--- src/rtl/pcie_phy_pkg.sv ---
// Shared constants and types for the PCIe lane serializer/deserializer pair.
package pcie_phy_pkg;

    // K28.5 comma symbol, used as the idle and byte-alignment marker.
    localparam logic [7:0] K28_5 = 8'hBC;

    // Consecutive aligned commas required before the lane is declared active.
    localparam int LOCK_COUNT_DEFAULT = 4;

    // Serial bits per symbol on the lane.
    localparam int BITS_PER_BYTE = 8;

    // Receiver alignment state machine encoding.
    typedef enum logic [1:0] {
        SEARCH = 2'd0,
        ALIGN  = 2'd1,
        ACTIVE = 2'd2
    } rx_state_e;

endpackage : pcie_phy_pkg

--- src/rtl/serial_to_parallel_rx.sv ---
// Receive-side deserializer: finds the byte boundary from the comma symbol,
// locks after LOCK_COUNT consecutive aligned commas, then presents each
// received byte in parallel with a valid flag (commas are idles, not data).
module serial_to_parallel_rx
    import pcie_phy_pkg::*;
#(
    parameter logic [7:0] COMMA      = K28_5,
    parameter int          LOCK_COUNT = LOCK_COUNT_DEFAULT
) (
    input  logic       clk32f,
    input  logic       reset,
    input  logic       in,
    output logic [7:0] out,
    output logic       valid_out,
    output logic       byte_strobe,
    output logic       active
);

    localparam int                BC_W    = $clog2(LOCK_COUNT + 1);
    localparam logic [BC_W-1:0]   BC_MAX  = BC_W'(LOCK_COUNT);
    localparam logic [BC_W-1:0]   BC_LAST = BC_W'(LOCK_COUNT - 1);
    localparam logic [2:0]        BIT_TOP = 3'(BITS_PER_BYTE - 1);

    // Only the seven most recent bits are ever read: together with the bit
    // on the input they form the full 8-bit window.
    logic [6:0]      sr_q;
    logic [6:0]      sr_d;
    logic [2:0]      bit_cnt_q;
    logic [2:0]      bit_cnt_d;
    logic [BC_W-1:0] bc_cnt_q;
    rx_state_e       state_q;

    logic [7:0]      out_q;
    logic            valid_q;
    logic            strobe_q;
    logic            active_q;

    logic [7:0]      win;
    logic            win_is_comma;
    logic            at_boundary;

    assign win          = {sr_q, in};
    assign win_is_comma = (win == COMMA);
    assign at_boundary  = (bit_cnt_q == BIT_TOP);

    // Next-state for the shift window and the bit-position counter.
    always_comb begin
        // NOTE: every signal assigned here gets a default first, so no path
        // leaves it unassigned and no latch is inferred.
        sr_d      = win[6:0];
        bit_cnt_d = bit_cnt_q + 3'd1;
        if ((state_q == SEARCH) && win_is_comma) begin
            // The comma just completed defines the boundary phase.
            bit_cnt_d = 3'd0;
        end
    end

    // Datapath registers: shift window and bit counter.
    always_ff @(posedge clk32f) begin
        // NOTE: sequential state uses non-blocking assignments so every
        // register samples pre-edge values, independent of statement order.
        if (reset) begin
            sr_q      <= '0;
            bit_cnt_q <= '0;
        end else begin
            sr_q      <= sr_d;
            bit_cnt_q <= bit_cnt_d;
        end
    end

    // Alignment FSM with registered outputs.
    always_ff @(posedge clk32f) begin
        if (reset) begin
            state_q  <= SEARCH;
            bc_cnt_q <= '0;
            out_q    <= 8'h00;
            valid_q  <= 1'b0;
            strobe_q <= 1'b0;
            active_q <= 1'b0;
        end else begin
            strobe_q <= 1'b0;
            case (state_q)
                SEARCH: begin
                    // Any comma window, aligned or not, is a candidate.
                    if (win_is_comma) begin
                        state_q  <= ALIGN;
                        bc_cnt_q <= BC_W'(1);
                    end
                end

                ALIGN: begin
                    if (at_boundary) begin
                        if (win_is_comma) begin
                            if (bc_cnt_q != BC_MAX) begin
                                bc_cnt_q <= bc_cnt_q + BC_W'(1);
                            end
                            if (bc_cnt_q == BC_LAST) begin
                                state_q  <= ACTIVE;
                                active_q <= 1'b1;
                            end
                        end else begin
                            // Candidate boundary was wrong; hunt again.
                            state_q  <= SEARCH;
                            bc_cnt_q <= '0;
                        end
                    end
                end

                ACTIVE: begin
                    // No loss-of-lock detection: only reset leaves ACTIVE.
                    if (at_boundary) begin
                        strobe_q <= 1'b1;
                        if (win_is_comma) begin
                            valid_q <= 1'b0;
                        end else begin
                            out_q   <= win;
                            valid_q <= 1'b1;
                        end
                    end
                end

                default: begin
                    state_q  <= SEARCH;
                    bc_cnt_q <= '0;
                end
            endcase
        end
    end

    assign out         = out_q;
    assign valid_out   = valid_q;
    assign byte_strobe = strobe_q;
    assign active      = active_q;

endmodule : serial_to_parallel_rx

--- config.mk ---
export PLATFORM = sky130hd
export DESIGN_NAME = serial_to_parallel_rx
export DESIGN_NICKNAME = d
export VERILOG_FILES = /design/src/rtl/pcie_phy_pkg.sv /design/src/rtl/serial_to_parallel_rx.sv
export SDC_FILE = /design/constraint.sdc
export NUM_CORES = 1
export LEC_CHECK = 0
export ABC_AREA = 1
export CAP_MARGIN = 20
export CORE_MARGIN = 1
export CORE_UTILIZATION = 40
export DETAILED_ROUTE_END_ITERATION = 10
export PLACE_DENSITY = 0.59
export RECOVER_POWER = 25
export SLEW_MARGIN = 20
export SYNTH_ARGS = -nofsm -noshare
export SYNTH_HDL_FRONTEND = slang
export SYNTH_SLANG_ARGS = --single-unit
--- constraint.sdc ---
create_clock -name clk32f -period 2.04 [get_ports clk32f]
set_clock_uncertainty 0.1 [all_clocks]
set_input_delay 0.204 -clock clk32f [delete_from_list [all_inputs] [get_ports clk32f]]
set_output_delay 0.204 -clock clk32f [all_outputs]
set_load 0.01 [all_outputs]
## Yosys cells after proc, flatten, opt, wreduce, memory -nomap -nowiden

Cells that the tools add are included.

- Flip-flop bits (word level): 26
- Latch bits: 0
- RAM bits: 0
- Memory bits (read-only): 0
- Memories: 0

- $add $sub $neg: 2
- Multipliers: 0
- Divide/modulo/power cells: 0
- Order comparisons: 0
- Eq/ne operators: 10
- Shift operators: 0
- Multiplexer cells: 12
- Bitwise logic cells: 2
- Reductions and logical operators: 9

Operators by type and width:

| cell | count |
|---|---|
| 3-bit 2-to-1 mux | 4 |
| 4-bit AND reduction | 3 |
| 3-bit != test, second input constant | 3 |
| 3-bit case mux with 3 select lines | 1 |
| 8-bit == test, second input constant | 1 |
| 2-bit 2-to-1 mux | 4 |
| 3-bit by 1-bit adder with 3-bit output, second input constant | 2 |
| 2-bit case mux with 3 select lines | 1 |
| 2-bit != test, second input constant | 2 |
| 2-bit OR reduction | 2 |
| 3-bit by 2-bit == test with 1-bit output, second input constant | 1 |
| 3-bit == test, second input constant | 1 |
| 3-bit AND reduction | 1 |
| 2-bit by 1-bit == test with 1-bit output, second input constant | 1 |
| 2-bit == test, second input constant | 1 |
| 2-bit logical NOT | 1 |
| 1-bit 2-to-1 mux | 2 |
| 1-bit NOT | 2 |
| 2-bit AND reduction | 1 |
| 1-bit logical AND | 1 |

## Depth between registers and ports, before layout

Gate-level depths: netlist of the first run.

- Word-level depth: 5
- Mapped depth: 9

## Worst setup path before layout of the first run

Ideal clock, no wire load.

- Path type: flip-flop to flip-flop
- Start point: register bit_cnt_q[0]
- End point: register bc_cnt_q[0]
- Setup time: 0.113 ns
- Arrival: 1.247 ns
- Data required time: 1.827 ns
- Path slack: 0.580 ns
- Stages on the path, launching flop included: 9
- Period minus slack after synthesis: 1.460 ns
- Cell sequence: dfxtp_1 -> ha_1 -> ha_1 -> o21ai_0 -> nand2_4 -> nand2_2 -> nand2_1 -> nand2_1 -> nor2_1

- Word-level cells in the longest chain between the ends: 3

Ends and longest elaborated chain:

| what | RTL line | RTL |
|---|---|---|
| from (decl) | serial_to_parallel_rx.sv:28 | `logic [2:0] bit_cnt_q;` |
| from (signal assigned) | serial_to_parallel_rx.sv:67 | `bit_cnt_q <= bit_cnt_d;` |
| 3-bit == test | serial_to_parallel_rx.sv:44 | `assign at_boundary = (bit_cnt_q == BIT_TOP);` |
| named net at_boundary | serial_to_parallel_rx.sv:40 | `logic at_boundary;` |
| 2-bit != test (no source line) | -- |  |
| 4-bit AND reduction (no source line) | -- |  |
| to (signal assigned) | serial_to_parallel_rx.sv:95 | `bc_cnt_q <= bc_cnt_q + BC_W'(1);` |
| to (decl) | serial_to_parallel_rx.sv:30 | `logic [BC_W-1:0] bc_cnt_q;` |

The timed path passes the listed nets, and every way through them passes these cells.
A chain may end at the register's enable or synchronous reset.

## Final worst setup path of the first run

- Start point: register bit_cnt_q[0]
- End point: register state_q[0]

- Word-level cells in the longest chain between the ends: 3

Ends and longest elaborated chain:

| what | RTL line | RTL |
|---|---|---|
| 3-bit == test | serial_to_parallel_rx.sv:44 |  |
| named net at_boundary | serial_to_parallel_rx.sv:40 |  |
| 2-bit != test (no source line) | -- |  |
| 4-bit AND reduction (no source line) | -- |  |
| to (signal assigned) | serial_to_parallel_rx.sv:74 | `state_q <= SEARCH;` |
| to (signal assigned) | serial_to_parallel_rx.sv:86 | `state_q <= ALIGN;` |
| to (signal assigned) | serial_to_parallel_rx.sv:98 | `state_q <= ACTIVE;` |
| to (decl) | serial_to_parallel_rx.sv:31 | `rx_state_e state_q;` |

The timed path passes the listed nets, and every way through them passes these cells.

==> results.ini, run 1 <==
[status]
outcome = completed

[routing]
ant_nets = 0
viasPerCell = 4.68
drtIter0Drc = 8
route.met2.wl_um = 780
num_vias = 843
routedWlPerCell_um = 10.2
drc = 0
met1Wirelength_um = 943
drt_first_pass_iters = 4
wl_um = 1830
route.met3.wl_um = 83
top_layer_used = met4

[floorplan]
die_area_um2 = 3030
pin_count = 14
start_util_pct = 43.8
die_h_um = 55
die_w_um = 55
rows = 18
core-area_um2 = 2570

[worst_hold_path]
hold_class = flop to flop

[timing]
timing.fmax_ghz = 0.641
min_period_ns = 1.56
drv_slew = 0
finalHoldViolations = 0
final.setup.tns_ns = 0
finalWorstSetupSlack_ns = 0.481
fin_crit_sh_pct = 76.4
worst_slew_pin_slew_ns = 0.576
rsz0062_at_grt = false
max_slew_margin_pct = 61.6
final-setup-viol-count = 0

[setup_path]
path_cells = ha_1 -> ha_1 -> o21ai_0 -> nand2_4 -> nand2_2 -> nand2_1 -> nand2_1 -> nor2_1
cp_slowest_cell = dfxtp_1
worstSetupEndpointType = flop
cpPeakStageDelay_ns = 0.33
required_ns = 2.16
worstSetupStartpointType = flop
cp.arrival_ns = 1.68
path_class = flop to flop
cp_max_fo = 6

[finish]
layout_commonest_cell = dfxtp_1
fillers = 256
layout.cells.non_filler = 180
design_area_um2 = 1300
layout_common_cells = dfxtp_1 (26), nor2_1 (24), nand2_1 (20)
syn_to_final_growth_pct = 15.9
utilization_pct = 50.7
regArea_um2 = 520
antenna_cells = 0
drive_above_1_share_pct = 15.3
multi_input_area_um2 = 520
fin_nets = 160

[place]
place_ws_ns = 0.445
place_inst = 177
dp_hpwl_um = 1370
place_congestion = 0.835
port_buffers = 13
dpl_cell_area_um2 = 1280

[clock_network]
ctsResizeCount = 0
clk_pin_slew_ns = 0.12
clk_path_buf_depth = 2
numCtsBuffers = 3
hold_buffers = 0
clkLatencyLatePin_ns = 0.31
cts.sink_count = 26
cts_tree = done
htreeDepth = 1
root_buffer = clkbuf_4
cts_setup_buffers = 0

[global_routing]
overflow = 0
grt_antenna_before_repair = 0
first_global_vias = 763
groute.usage.overall_pct = 15.1
grt_pass1_wl_um = 3210
grt_max_degree = 15

[synth]
syn_avg_cell_area_um2 = 8.32
seq_area_frac_synth_pct = 46.3
yosys-top-cells-area = dfxtp_1 (46%), nor2_1 (8.0%), nand2_1 (6.7%)
ys_ff_latch = 26
netlist_area_um2 = 1120
synth_cell_types = 20
yosys.area.top_type = dfxtp_1
synth_top_area_share_pct = 46.3
synth_nets = 143
synth_cells = 135
ys_warn_count = 0

[pwr]
peakVddDrop_mv = 0.457
powerDensity_nw_per_um2 = 580
p_leak_nw = 0.558

[run]
maxCapViolCount = 0

## Yosys cell counts
library cell and number:
nand3_1 9, nor2_1 24, nor2_2 1, o21ai_0 2
ha_1 5, nand4_2 1, nand3_4 1, inv_1 13
dfxtp_1 26, inv_2 5, buf_6 1, clkbuf_1 1
nand4_1 2, nand3_2 1, nand2_2 5, o21bai_1 1
nand2_1 20, a21oi_1 11, nand2_4 4, nor2_8 2
## registers in the layout (all words and copies together) (netlist names)
register and flops:
sr_q 7, out 8, byte_strobe 1, state_q 2, bit_cnt_q 3, valid_out 1, bc_cnt_q 3, active 1
## worst max-delay path: cells and delay by family, from the launching register on
kind | cells | cell delay (ns)
adders and majority gates | 2 | 0.40
and+or+nand+nor | 5 | 0.34
DFF | 1 | 0.33
AOI/OAI and AO/OA | 1 | 0.29
## final timing paths
kind	start	end	slack (ns)	cells after the start
worst max-delay path	bit_cnt_q[0]	state_q[0]	0.48	8
worst min-delay path	bit_cnt_q[0]	bit_cnt_q[0]	0.33	1
worst max register to register	bit_cnt_q[0]	state_q[0]	0.48	8
worst min register to register	bit_cnt_q[0]	bit_cnt_q[0]	0.33	1
## stage by stage
stage	total power, W	hold WS [ns]
global placement	0.000560	0.307
floorplan	0.000552	0.221
CTS	0.000770	0.335
detailed placement	0.000560	0.316
finish	0.000755	0.330
global route	0.000798	0.348
## area by class of cell
class	instances	share of cell area (%)
Clock buffer	3	1.73
Sequential cell	26	40.0
Inverter	18	5.19
Timing Repair Buffer	14	10.3
Multi-Input combinational cell	89	40.0
Tap cell	30	2.88
## metal layers
layer  track usage [%]  vias up
met1              19.1      363
met3              4.92        4
li1                  -      456
met2              23.9       20
met4              5.00        0
met5                 0        -
## power by group
group | switching [W] | internal, W
logic | 0.0000177 | 0.00000996
registers | 0.00000422 | 0.000516
clock network | 0.000138 | 0.0000691
total | 0.000160 | 0.000595
## cell families (layout without fill, tap and decap cells)
logic type | Yosys count | in the layout | synth area share (%)
and+or+nand+nor | 70 | 70 | 34.3
DFF | 26 | 26 | 46.3
buffers and inverters | 20 | 35 | 7.35
AOI/OAI and AO/OA | 14 | 14 | 6.46
adders and majority gates | 5 | 5 | 5.57
Note: power is estimated with default switching activity, not from simulation.
==> run 2, diff against run 1 <==
Settings changed: PLACE_DENSITY 0.59 to 0.61.
Clock period 2.04 ns to 1.25 ns, I/O delays scaled along.
==> run 2 against run 1 <==
Net effect:
- the flow now finishes with violations (negative setup slack)
- via count up 4.6%
- cell area up 14%
- sequential share of layout area down 4.1 points
- highest routed layer unchanged
- non-clock buffer count up 7
- largest cell class is now multi-input gates
- critical endpoint is now bc_cnt_q[0]
- clock-buffer cell count up 1
==> results.ini, run 2 (same netlist as run 1, synthesis figures left out) <==
[timing]
timing.fmax_ghz = 0.744  ; +16%
finalHoldViolations = 0  ; unchanged
drv_slew = 0  ; unchanged
fin_hold_ws_ns = 0.297  ; -0.0336 ns
max_slew_margin_pct = 83.0  ; +21 points
min_period_ns = 1.34  ; -0.215 ns
rsz0062_at_grt = true
worst_slew_pin_slew_ns = 0.255  ; -0.322 ns
fin_crit_sh_pct = 108  ; +31 points
finalWorstSetupSlack_ns = -0.0939  ; -0.575 ns
final.setup.tns_ns = -0.408  ; -0.408 ns
final-setup-viol-count = 12  ; +12

[global_routing]
first_global_vias = 794  ; +4.1%
grt_antenna_before_repair = 0  ; unchanged
groute.usage.overall_pct = 15.9  ; +0.84 points
overflow = 0  ; unchanged
grt_pass1_wl_um = 3380  ; +5.4%
grt_max_degree = 16  ; +1

[floorplan]
core-area_um2 = 2570  ; unchanged
die_h_um = 55  ; unchanged
die_w_um = 55  ; unchanged
rows = 18  ; unchanged
die_area_um2 = 3030  ; unchanged
pin_count = 14  ; unchanged
start_util_pct = 43.8  ; unchanged

[run]
maxCapViolCount = 0  ; unchanged

[status]
violations = negative setup slack
outcome = finished, violations left

[finish]
fin_nets = 168  ; +5.0%
layout_commonest_cell = nor2_1
antenna_cells = 0  ; unchanged
layout_common_cells = nor2_1 (24), nand2_1 (19), dfxtp_1 (18)
largest_reg_flops = 8  ; unchanged
fillers = 248  ; -3.1%
utilization_pct = 57.9  ; +7.2 points
syn_to_final_growth_pct = 32.4
drive_above_1_share_pct = 32.1  ; +17 points

[routing]
num_vias = 882  ; +4.6%
routedWlPerCell_um = 11.1  ; +9.4%
wl_um = 2100  ; +15%
drt_first_pass_iters = 3  ; -1
drtIter0Drc = 16  ; +8
viasPerCell = 4.67  ; -0.36%
ant_nets = 0  ; unchanged
drc = 0  ; unchanged

[setup_path]
path_cells = ha_4 -> ha_4 -> o21ai_4 -> nand2_4 -> nand2_2 -> nand2_1 -> nand2_1 -> nor2_1
required_ns = 1.38  ; -0.78 ns
cp_slowest_cell = dfxtp_2
r2r-start = bit_cnt_q[0]
worstSetupEndpointType = flop
path_class = flop to flop
reg2reg_depth = 8  ; unchanged
reg2reg_slack_ns = -0.09  ; -0.57 ns
cpPeakStageDelay_ns = 0.36  ; +0.03 ns
worstSetupStartpointType = flop
rr_endpoint = bc_cnt_q[0]
cp_max_fo = 6  ; unchanged
cp.arrival_ns = 1.47  ; -0.21 ns

[place]
place_ws_ns = -0.262  ; -0.707 ns
port_buffers = 13  ; unchanged
dp_hpwl_um = 1460  ; +6.6%
place_congestion = 0.788  ; -5.6%

[pwr]
combinationalPowerShare_pct = 4.6  ; +0.9 points
switchingPower_w = 0.000285  ; +78%
p_clk_share_pct = 31.5  ; +4.0 points
peakVddDrop_mv = 0.752  ; +64%
internal-power_w = 0.00105  ; +76%
seq_power_share_pct = 63.9  ; -5.0 points
power.total_w = 0.00133  ; +76%
p_leak_nw = 0.680  ; +22%
powerDensity_nw_per_um2 = 895  ; +54%
netSwitchingFraction_pct = 21.4  ; +0.19 points

[clock_network]
root_buffer = clkbuf_4
clk_pin_slew_ns = 0.14  ; +0.02 ns
cts_setup_buffers = 0  ; unchanged
htreeDepth = 1  ; unchanged
cts_tree = done
clkLatencyLatePin_ns = 0.32  ; about the same
clk_path_buf_depth = 2  ; unchanged
numCtsBuffers = 3  ; unchanged
hold_buffers = 0  ; unchanged
cts.sink_count = 26  ; unchanged

[worst_hold_path]
hold_path_end = sr_q[0]
hold_class = input pin to flop
holdPathStages = 3  ; +2
min_from = in

## run 2: cell count changes in the layout (fill, tap and decap cells not counted), sizes merged
cell	before	now
dlygate4sd2	0	11
clkdlybuf4s50	12	2
buf	0	8
dlygate4sd3	1	0
nand2	29	30
## run 2: worst max path at each step
stage,start,end,slack [ns]
floorplan,bit_cnt_q[0],bc_cnt_q[0],-0.03
global placement,in,bc_cnt_q[0],-0.25
detailed placement,in,bc_cnt_q[0],-0.26
CTS,bit_cnt_q[0],bc_cnt_q[0],-0.08
global route,sr_q[5],bc_cnt_q[0],-0.17
finish,bit_cnt_q[0],bc_cnt_q[0],-0.09
## run 2: per-layer routing
layer | vias to the layer above | wire length (um) | global-route usage [%]
met5 | - | 0 | 0
met4 | 0 | 23 | 5.00
met3 | 2 | 57 | 4.92
met2 | 11 | 1050 | 27.1
met1 | 392 | 974 | 18.9
li1 | 477 | - | -
## run 2: repair_timing
| item | 4_1_cts | 5_1_grt |
|---|---|---|
| pin swaps | 9 | 4 |
| endpoints found under the setup margin | 25 | 15 |
| endpoints found under the hold margin | 0 | 0 |
| gates cloned | 1 | 0 |
| gates resized for setup | 25 | 12 |
## run 2: final cells by class
class	count	area [um2]	area share [%]
multi-input combinational	90	632	42.5
sequential	26	533	35.8
timing repair buffer	21	176	11.9
inverter	18	72.6	4.88
tap	30	37.5	2.52
clock buffer	4	36.3	2.44
## run 2: metrics by stage
stage	instance area, um2	cells
after floorplan	1150	135
final	1490	189
after global placement	1370	184
after detailed placement	1370	184
after global routing	1490	189
after CTS	1450	189
## run 2: critical path, delay by kind of cell, from the launching register on
family	cells	cell delay (ns)
AO/OA/AOI/OAI	1	0.14
flip-flops	1	0.36
adder cells (fa/ha/maj)	2	0.33
AND/OR/NAND/NOR	5	0.34
## run 2: power groups by stage
stage                logic, W  clock network (W)  registers [W]
global route        0.0000712           0.000473       0.000853
floorplan           0.0000401                  0       0.000871
global placement    0.0000573                  0       0.000871
CTS                 0.0000605           0.000441       0.000854
detailed placement  0.0000601                  0       0.000872
finish              0.0000610           0.000420       0.000851
==> run 3, diff against run 2 <==
Settings changed: PLACE_DENSITY 0.61 to 0.59.
Clock period 1.25 ns to 1.3 ns, I/O delays scaled along.
==> run 3 against run 2 <==
Net effect:
- setup slack gained 0.042 ns
- sequential share of layout area shrank 0.059 points
- flip-flop and latch count is the same
- non-clock buffer count grew 2
- via count shrank 0.23%
- the flow still finishes with violations (negative setup slack)
- largest cell class unchanged
- die area is the same
- cell area shrank 1.0%
- wire length shrank 2.1%
- highest routed layer is now met3
- critical path depth is the same
==> results.ini, run 3 (same netlist as run 1, synthesis figures left out) <==
[setup_path]
worstSetupEndpointType = flop
r2r-start = bit_cnt_q[0]
cp.arrival_ns = 1.48  ; about the same
cp_max_fo = 6  ; unchanged
worstSetupStartpointType = flop
path_class = flop to flop
reg2reg_slack_ns = -0.05  ; +0.04 ns
reg2reg_depth = 8  ; unchanged
required_ns = 1.43  ; +0.05 ns
rr_endpoint = state_q[0]

[global_routing]
grt_pass1_wl_um = 3370  ; -0.21%
grt_antenna_before_repair = 0  ; unchanged
grt_max_degree = 15  ; -1
overflow = 0  ; unchanged
groute.usage.overall_pct = 15.7  ; -0.20 points
first_global_vias = 782  ; -1.5%

[clock_network]
hold_buffers = 0  ; unchanged
clk_path_buf_depth = 2  ; unchanged
clkLatencyLatePin_ns = 0.32  ; about the same
cts_setup_buffers = 0  ; unchanged
root_buffer = clkbuf_4
cts.sink_count = 26  ; unchanged
numCtsBuffers = 3  ; unchanged
clk_pin_slew_ns = 0.14  ; about the same
htreeDepth = 1  ; unchanged
cts_tree = done

[timing]
rsz0062_at_grt = true
max_slew_margin_pct = 82.7  ; -0.32 points
timing.fmax_ghz = 0.740  ; -0.59%
worst_slew_pin_slew_ns = 0.259  ; +0.00477 ns
fin_crit_sh_pct = 104  ; -3.5 points
fin_hold_ws_ns = 0.286  ; -0.0111 ns
drv_slew = 0  ; unchanged
min_period_ns = 1.35  ; +0.00793 ns
final-setup-viol-count = 5  ; -7
finalHoldViolations = 0  ; unchanged
finalWorstSetupSlack_ns = -0.0518  ; +0.0421 ns

[routing]
ant_nets = 0  ; unchanged
viasPerCell = 4.58  ; -1.8%
drtIter0Drc = 15  ; -1
num_vias = 880  ; -0.23%
drt_first_pass_iters = 4  ; +1
wl_um = 2060  ; -2.1%
drc = 0  ; unchanged
routedWlPerCell_um = 10.7  ; -3.6%

[finish]
fillers = 256  ; +3.2%
fin_nets = 171  ; +1.8%
design_area_um2 = 1470  ; -1.0%
layout.cells.non_filler = 192  ; +1.6%
layout_common_cells = nor2_1 (23), dfxtp_1 (21), nand2_1 (19)
antenna_cells = 0  ; unchanged
largest_reg_flops = 8  ; unchanged
drive_above_1_share_pct = 29.0  ; -3.1 points
utilization_pct = 57.4  ; -0.58 points
layout_commonest_cell = nor2_1
syn_to_final_growth_pct = 31.1

[floorplan]
core-area_um2 = 2570  ; unchanged
die_h_um = 55  ; unchanged
die_area_um2 = 3030  ; unchanged
pin_count = 14  ; unchanged
die_w_um = 55  ; unchanged
start_util_pct = 43.8  ; unchanged
rows = 18  ; unchanged

[status]
outcome = finished, violations left
violations = negative setup slack

[place]
dpl_cell_area_um2 = 1360  ; -0.55%
place_inst = 186  ; +1.1%
dp_hpwl_um = 1490  ; +2.0%
place_congestion = 0.782  ; -0.75%
port_buffers = 13  ; unchanged

[pwr]
power.total_w = 0.00129  ; -2.9%
p_leak_nw = 0.665  ; -2.2%
powerDensity_nw_per_um2 = 878  ; -1.9%
peakVddDrop_mv = 0.564  ; -25%

[worst_hold_path]
holdPathStages = 3  ; unchanged
hold_class = input pin to flop
min_from = in
hold_path_end = sr_q[0]

[run]
maxCapViolCount = 0  ; unchanged

[run 3: routing by layer]
layer | up-vias | track usage, % | part of all wire [%]
met1 | 395 | 23.3 | 54
met4 | 0 | 5.00 | 0
li1 | 478 | - | -
met5 | - | 0 | 0
met2 | 7 | 22.3 | 44
met3 | 0 | 3.28 | 2.2
[run 3: layout make-up]
cell class                 instances  area [um2]  area share, %
clock buffer                       4        36.3           2.46
inverter                          18        75.1           5.10
multi-input combinational         90         602           40.9
sequential                        26         527           35.8
tap                               30        37.5           2.55
timing repair buffer              23         188           12.7
timing repair inverter             1        7.51          0.510
[run 3: power breakdown]
part,internal (W),switching [W],leakage (nW),total [W]
logic,0.0000290,0.0000322,0.432,0.0000612
registers,0.000811,0.00000920,0.213,0.000820
clock network,0.000171,0.000241,0.0210,0.000412
total,0.00101,0.000282,0.665,0.00129
[run 3: worst max path at each step]
stage	from	end	slack [ns]	depth (start not counted)
floorplan	bit_cnt_q[0]	bc_cnt_q[0]	0.0006	8
global placement	in	bc_cnt_q[0]	-0.21	9
detailed placement	in	bc_cnt_q[0]	-0.23	9
CTS	bit_cnt_q[0]	state_q[0]	-0.05	8
global route	bit_cnt_q[0]	state_q[0]	-0.13	8
finish	bit_cnt_q[0]	state_q[0]	-0.05	8
[run 3: timing repair]
item | 4_1_cts | 5_1_grt
setup endpoints to repair | 25 | 15
pin swaps | 8 | 2
hold endpoints to repair | 0 | 0
gates cloned | 2 | 0
resized for setup | 25 | 4
[run 3: metrics by stage]
step                      TNS [ns]  setup slack [ns]
final                       -0.162           -0.0518
after CTS                   -0.167           -0.0463
after detailed placement     -3.01            -0.234
after global routing        -0.918            -0.127
after global placement       -2.53            -0.207
after floorplan                  0          0.000596
[run 3: worst max-delay path, stage by stage, from the launching register on]
cell	delay [ns]
dfxtp_2	0.36
ha_4	0.16
ha_4	0.19
o21ai_4	0.15
nand2_4	0.09
nand2_2	0.08
nand2_1	0.05
nand2_1	0.05
nor2_1	0.04
